File: src/rtl/z_core_mul_ctrl.sv
// z_core_mul_ctrl: sequencer for the shared M-extension multiplier.
// Accepts one MUL/MULH/MULHSU/MULHU request over valid/ready, holds it for
// MUL_LAT cycles and returns the selected 32-bit half over valid/ready.
// Optional build macro Z_CORE_MUL_FUSE_EN adds a single-entry product cache
// so a high/low pair on the same operands completes in one cycle.
module z_core_mul_ctrl #(
   parameter int MUL_LAT = 2
) (
   input  logic        clk,
   input  logic        rst,
   input  logic        flush,
   input  logic        req_valid,
   output logic        req_ready,
   input  logic [4:0]  req_op,
   input  logic [31:0] req_rs1,
   input  logic [31:0] req_rs2,
   input  logic [4:0]  req_rd,
   output logic        rsp_valid,
   input  logic        rsp_ready,
   output logic [31:0] rsp_data,
   output logic [4:0]  rsp_rd,
   output logic        busy
);

   localparam logic [4:0] OP_MUL    = 5'd16;
   localparam logic [4:0] OP_MULH   = 5'd17;
   localparam logic [4:0] OP_MULHSU = 5'd18;
   localparam logic [4:0] OP_MULHU  = 5'd19;
   localparam logic [2:0] LAT_M1    = 3'(MUL_LAT - 1);
   localparam logic       LAT_ONE   = (MUL_LAT == 1);

   typedef enum logic [1:0] {IDLE, CALC, DONE} state_t;

   state_t      state;
   state_t      next_state;
   logic        busy_q;
   logic [2:0]  cnt_p0;
   logic [4:0]  op_p0;
   logic [31:0] rs1_p0;
   logic [31:0] rs2_p0;
   logic [4:0]  rd_p0;
   logic [31:0] data_p1;
   logic [4:0]  rd_p1;

   logic        accept;
   logic        complete;
   logic        hit;
   logic [31:0] hit_data;
   logic        from_req;
   logic [4:0]  mop;
   logic [31:0] ma;
   logic [31:0] mb;
   logic        ms1;
   logic        ms2;
   logic [63:0] prod;
   logic [31:0] result;

   function automatic logic is_op1_signed(input logic [4:0] op);
      return (op == OP_MULH) || (op == OP_MULHSU);
   endfunction

   function automatic logic is_op2_signed(input logic [4:0] op);
      return (op == OP_MULH);
   endfunction

   // 33x33 signed multiply; the extra top bit carries the signedness choice
   function automatic logic [63:0] mul64(input logic [31:0] a, input logic [31:0] b,
                                         input logic sa, input logic sb);
      logic signed [32:0] ax;
      logic signed [32:0] bx;
      logic signed [65:0] p;
      ax = $signed({sa & a[31], a});
      bx = $signed({sb & b[31], b});
      p  = ax * bx;
      return p[63:0];
   endfunction

   // Low half for MUL, high half for the MULH family, zero for anything else
   function automatic logic [31:0] select_half(input logic [4:0] op, input logic [63:0] p);
      logic [31:0] r;
      r = 32'd0;
      case (op)
         OP_MUL:                       r = p[31:0];
         OP_MULH, OP_MULHSU, OP_MULHU: r = p[63:32];
         default:                      r = 32'd0;
      endcase
      return r;
   endfunction

   assign req_ready = (state == IDLE) && !flush;
   assign accept    = req_valid && req_ready;
   assign rsp_valid = (state == DONE);
   assign rsp_data  = data_p1;
   assign rsp_rd    = rd_p1;
   assign busy      = busy_q;

   // The multiplier reads the request directly only for a same-edge
   // completion (MUL_LAT==1); otherwise it reads the captured operands.
   assign from_req = (state == IDLE);
   assign mop      = from_req ? req_op  : op_p0;
   assign ma       = from_req ? req_rs1 : rs1_p0;
   assign mb       = from_req ? req_rs2 : rs2_p0;
   assign ms1      = is_op1_signed(mop);
   assign ms2      = is_op2_signed(mop);
   assign prod     = mul64(ma, mb, ms1, ms2);
   assign result   = select_half(mop, prod);

   assign complete = !flush &&
                     (((state == CALC) && (cnt_p0 == 3'd1)) || (accept && LAT_ONE && !hit));

`ifdef Z_CORE_MUL_FUSE_EN
   logic        cache_vld;
   logic [63:0] cache_prod;
   logic [31:0] cache_rs1;
   logic [31:0] cache_rs2;
   logic        cache_s1;
   logic        cache_s2;

   // The low half does not depend on signedness, so MUL hits on operands alone
   assign hit = cache_vld && (req_rs1 == cache_rs1) && (req_rs2 == cache_rs2) &&
                ((req_op == OP_MUL) ||
                 ((is_op1_signed(req_op) == cache_s1) && (is_op2_signed(req_op) == cache_s2)));
   assign hit_data = select_half(req_op, cache_prod);

   // Cache refill on every computed completion; dropped on reset or flush
   always_ff @(posedge clk) begin
      if (rst || flush) begin
         cache_vld  <= 1'b0;
         cache_prod <= 64'd0;
         cache_rs1  <= 32'd0;
         cache_rs2  <= 32'd0;
         cache_s1   <= 1'b0;
         cache_s2   <= 1'b0;
      end else if (complete) begin
         cache_vld  <= 1'b1;
         cache_prod <= prod;
         cache_rs1  <= ma;
         cache_rs2  <= mb;
         cache_s1   <= ms1;
         cache_s2   <= ms2;
      end
   end
`else
   assign hit      = 1'b0;
   assign hit_data = 32'd0;
`endif

   // State register; busy tracks the registered state
   always_ff @(posedge clk) begin
      if (rst) begin
         state  <= IDLE;
         busy_q <= 1'b0;
      end else begin
         state  <= next_state;
         busy_q <= (next_state != IDLE);
      end
   end

   // Next-state logic; flush forces IDLE from anywhere
   always_comb begin
      next_state = state;
      case (state)
         IDLE: begin
            if (accept) begin
               next_state = (LAT_ONE || hit) ? DONE : CALC;
            end
         end
         CALC: begin
            if (cnt_p0 == 3'd1) begin
               next_state = DONE;
            end
         end
         DONE: begin
            if (rsp_ready) begin
               next_state = IDLE;
            end
         end
         default: next_state = IDLE;
      endcase
      if (flush) begin
         next_state = IDLE;
      end
   end

   // ---- p0: request capture and latency counter ----
   // Latency counter: loaded on a computed accept, runs down while in CALC
   always_ff @(posedge clk) begin
      if (rst || flush) begin
         cnt_p0 <= 3'd0;
      end else if (accept && !hit && !LAT_ONE) begin
         cnt_p0 <= LAT_M1;
      end else if (state == CALC) begin
         cnt_p0 <= cnt_p0 - 3'd1;
      end
   end

   // Operand capture so the requester is free to move on after accept
   always_ff @(posedge clk) begin
      if (rst) begin
         op_p0  <= 5'd0;
         rs1_p0 <= 32'd0;
         rs2_p0 <= 32'd0;
         rd_p0  <= 5'd0;
      end else if (accept) begin
         op_p0  <= req_op;
         rs1_p0 <= req_rs1;
         rs2_p0 <= req_rs2;
         rd_p0  <= req_rd;
      end
   end

   // ---- p1: response register ----
   // Response register: loaded on completion, zeroed whenever not valid
   always_ff @(posedge clk) begin
      if (rst || flush) begin
         data_p1 <= 32'd0;
         rd_p1   <= 5'd0;
      end else if (accept && hit) begin
         data_p1 <= hit_data;
         rd_p1   <= req_rd;
      end else if (complete) begin
         data_p1 <= result;
         rd_p1   <= from_req ? req_rd : rd_p0;
      end else if ((state == DONE) && rsp_ready) begin
         data_p1 <= 32'd0;
         rd_p1   <= 5'd0;
      end
   end

endmodule

File: config.mk
export PLATFORM = sky130hd
export DESIGN_NAME = z_core_mul_ctrl
export DESIGN_NICKNAME = d
export VERILOG_FILES = /design/src/rtl/z_core_mul_ctrl.sv
export SDC_FILE = /design/constraint.sdc
export NUM_CORES = 2
export LEC_CHECK = 0
export CAP_MARGIN = 20
export CELL_PAD_IN_SITES_DETAIL_PLACEMENT = 0
export CELL_PAD_IN_SITES_GLOBAL_PLACEMENT = 1
export CORE_MARGIN = 1.5
export CORE_UTILIZATION = 50
export DETAILED_ROUTE_END_ITERATION = 10
export DONT_BUFFER_PORTS = 1
export HOLD_SLACK_MARGIN = 0.1
export PLACE_DENSITY = 0.82
export RECOVER_POWER = 50
export SYNTH_ARGS = -nofsm -noshare
export SYNTH_HDL_FRONTEND = slang
export SYNTH_SLANG_ARGS = --single-unit
File: constraint.sdc
create_clock -name clk -period 13.05 [get_ports clk]
set_input_delay 3.2625 -clock clk [delete_from_list [all_inputs] [get_ports clk]]
set_output_delay 3.2625 -clock clk [all_outputs]
set_load 0.01 [all_outputs]
==> impl_metrics.json <==
{
  "synth-seq-area-share": 0.0546,
  "violations": "max-capacitance violations, max-slew violations",
  "placed_cells": 6077,
  "vias": 33587,
  "timing.final.crit_share": 0.898,
  "worstRegToRegCells": 29,
  "reg2reg_from": "state[1]$_SDFF_PP0_",
  "grt_max_degree": 77,
  "hold_path_class": "flop to flop",
  "yosys_warnings": 0,
  "die_w_microns": 296,
  "die_y_microns": 296,
  "crit_end": "rsp_data[31]$_SDFFE_PP0P_",
  "grt-ovfl-total": 0,
  "netlist.area_leader.share": 0.525,
  "cap_violations": 2,
  "ant_nets": 0,
  "finalSetupTns_ns": 0,
  "path_common_cell": "fa_1",
  "yosysUniqueCellTypes": 76,
  "root_buffer": "clkbuf_16",
  "die_area_sq_um": 87600,
  "cp-startpoint": "req_op[0]",
  "postCtsSetupRepairBufs": 0,
  "synth_fp_nets": 6446,
  "cp_data_required_time_ns": 13.40,
  "slowest_delay_ns": 0.83,
  "crit_slowest_cell": "fa_1",
  "finalSetupViolations": 0,
  "dp_hpwl_microns": 117000,
  "slew_headroom": -2.57,
  "area_growth_pct": 5.74,
  "routed_via_density": 5.49,
  "drt_iter0_markers": 2878,
  "placementRows": 107,
  "synth-seq-cells": 117,
  "routed_wl_microns": 141000,
  "dr.pass1.iters": 6,
  "final.setup_skew_ns": 0.0229,
  "io_pins": 119,
  "crit_path_end_kind": "flop",
  "grtUsageTotal": 0.336,
  "gp_congestion": 1.00,
  "portBuffers": 0,
  "core_area_sq_um": 85100,
  "start_util": 0.504,
  "arrival_ns": 12.07,
  "postPlaceCellArea_sq_um": 44800,
  "synth_area_sq_um": 42900,
  "grt_antenna_before_repair": 5,
  "cts_hold_buf": 0,
  "tightest_slew_ns": 5.35,
  "final_cell_count_no_fill": 6113,
  "netlist_instances": 5028,
  "grt_pass1_wl_microns": 216000,
  "cts_buffers": 17,
  "status": "complete, but fails checks",
  "clk_latency_ns": 0.47,
  "cp-start-kind": "input pin",
  "synth-edff-count": 0,
  "slew_viol_final": 117,
  "yosysTopAreaCell": "fa_1",
  "path_clk_slew_ns": 0.07,
  "h-tree-depth": 4,
  "async_flop_share": 0,
  "hold_viol": 0,
  "reg2reg_slack_ns": 2.87,
  "synthTopCellsByArea": "fa_1, inv_1, nand2_1",
  "syn_avg_cell_area_sq_um": 8.54,
  "drive_gt1_frac": 0.0495,
  "drc": 0,
  "cts_tree": "done",
  "wl_per_cell_microns": 23.0,
  "design_area_sq_um": 45400,
  "synth_flop_cell": "dfxtp_1",
  "nets": 6373,
  "grt_pass1_vias": 35209,
  "critPathMaxFanout": 11,
  "critPathKind": "input pin to flop",
  "worstReg2RegEnd": "rsp_data[8]$_SDFFE_PP0P_",
  "cts_num_sinks": 117,
  "fmax_mhz": 85.4,
  "post_cts_resized": 0,
  "cts_max_path_buffers": 2,
  "period_needed_ns": 11.71,
  "rsz0062_at_grt": "no"
}
[layout by cell type (no fill, tap or decap), drive strengths merged, types with 50 or more instances in the layout]
cell	count
inv	1197
nand2	1177
fa	1125
nor2	339
ha	214
a21oi	160
buf	148
dfxtp	117
o21ai	56
xnor2	50
[cells in the mapped netlist (all sizes together) (3+ instances only)]
master	number
o31a	4
and2	40
and3	6
fa	1125
inv	1190
nand3	13
nor3	13
nand4	20
buf	20
or4	4
nor2	339
nor2b	8
dfxtp	117
clkbuf	220
o21bai	13
a21oi	160
or3	9
o21ai	56
o211ai	10
xor2	24
nor4	7
nor3b	3
nand2b	20
a21boi	3
o21a	4
a32oi	5
xnor2	50
a22oi	18
a21o	24
o22ai	17
ha	214
o31ai	4
or2	9
nand2	1177
mux2i	45
a31oi	9
[layout make-up]
class                           count  area [sq um]
Sequential cell                   117          2340
Fill cell                        8117         39700
Clock buffer                       19           453
Tap cell                         1144          1430
Multi-Input combinational cell   3481         35300
Clock inverter                     13           115
Antenna cell                        1          2.50
Inverter                         1190          4470
Timing Repair Buffer              148          1270
[per-stage QoR]
| stage | hold slack [ns] | util | worst slack, ns |
|---|---|---|---|
| detailed placement | 0.441 | 0.526 | 0.922 |
| global route | 0.467 | 0.533 | 0.892 |
| finish | 0.449 | 0.533 | 1.34 |
| global placement | 0.436 | 0.525 | 0.965 |
| floorplan | 0.436 | - | 1.56 |
| CTS | 0.451 | 0.532 | 1.38 |
[cell families (layout without fill, tap and decap cells)]
kind of cell,count (synthesis),after routing,share of synthesized area
other,0,1,0
AND/OR/NAND/NOR,1671,1671,0.155
buffers and inverters,1430,1370,0.127
multiplexers,45,45,0.0105
XOR/XNOR,74,74,0.0151
AO/OA/AOI/OAI,352,352,0.0503
flip-flops,117,117,0.0546
adder cells (fa/ha/maj),1339,1339,0.587
[worst min path at each step]
| stage | startpoint | to | slack (ns) | cells after the start |
|---|---|---|---|---|
| final | rs2_p0[22]$_SDFFE_PP0P_ | rs2_p0[22]$_SDFFE_PP0P_ | 0.45 | 2 |
| after detailed placement | rs2_p0[26]$_SDFFE_PP0P_ | rs2_p0[26]$_SDFFE_PP0P_ | 0.44 | 2 |
| after CTS | rs2_p0[26]$_SDFFE_PP0P_ | rs2_p0[26]$_SDFFE_PP0P_ | 0.45 | 2 |
| after global routing | rd_p0[4]$_SDFFE_PP0P_ | rd_p0[4]$_SDFFE_PP0P_ | 0.47 | 2 |
| after floorplan | rs2_p0[27]$_SDFFE_PP0P_ | rs2_p0[27]$_SDFFE_PP0P_ | 0.44 | 2 |
| after global placement | rs2_p0[14]$_SDFFE_PP0P_ | rs2_p0[14]$_SDFFE_PP0P_ | 0.44 | 2 |
[critical path: cells and delay by family]
kind	cells	cell delay, ns
adders and majority gates	9	4.98
AOI/OAI and AO/OA	8	1.95
buffers and inverters	7	1.10
and+or+nand+nor	3	0.51
xor gates and xnor gates	1	0.15
muxes	1	0.10
[metal layers]
layer | wire (microns) | global-route usage | part of all wire
met5 | 0 | 0 | 0
met4 | 7280 | 0.148 | 0.052
met3 | 11100 | 0.0597 | 0.079
met2 | 67200 | 0.556 | 0.48
met1 | 55300 | 0.435 | 0.39
[sequential cells by signal, indices dropped and copies added, names as in the netlist]
| signal | cells |
|---|---|
| rd_p0 | 5 |
| rs2_p0 | 32 |
| cnt_p0 | 3 |
| busy | 1 |
| rs1_p0 | 32 |
| state | 2 |
| rsp_data | 32 |
| op_p0 | 5 |
| rsp_rd | 5 |
Power is left out: the tool's default activity adds up to more than one toggle a clock period on the data nets, which glitch-free logic cannot reach.
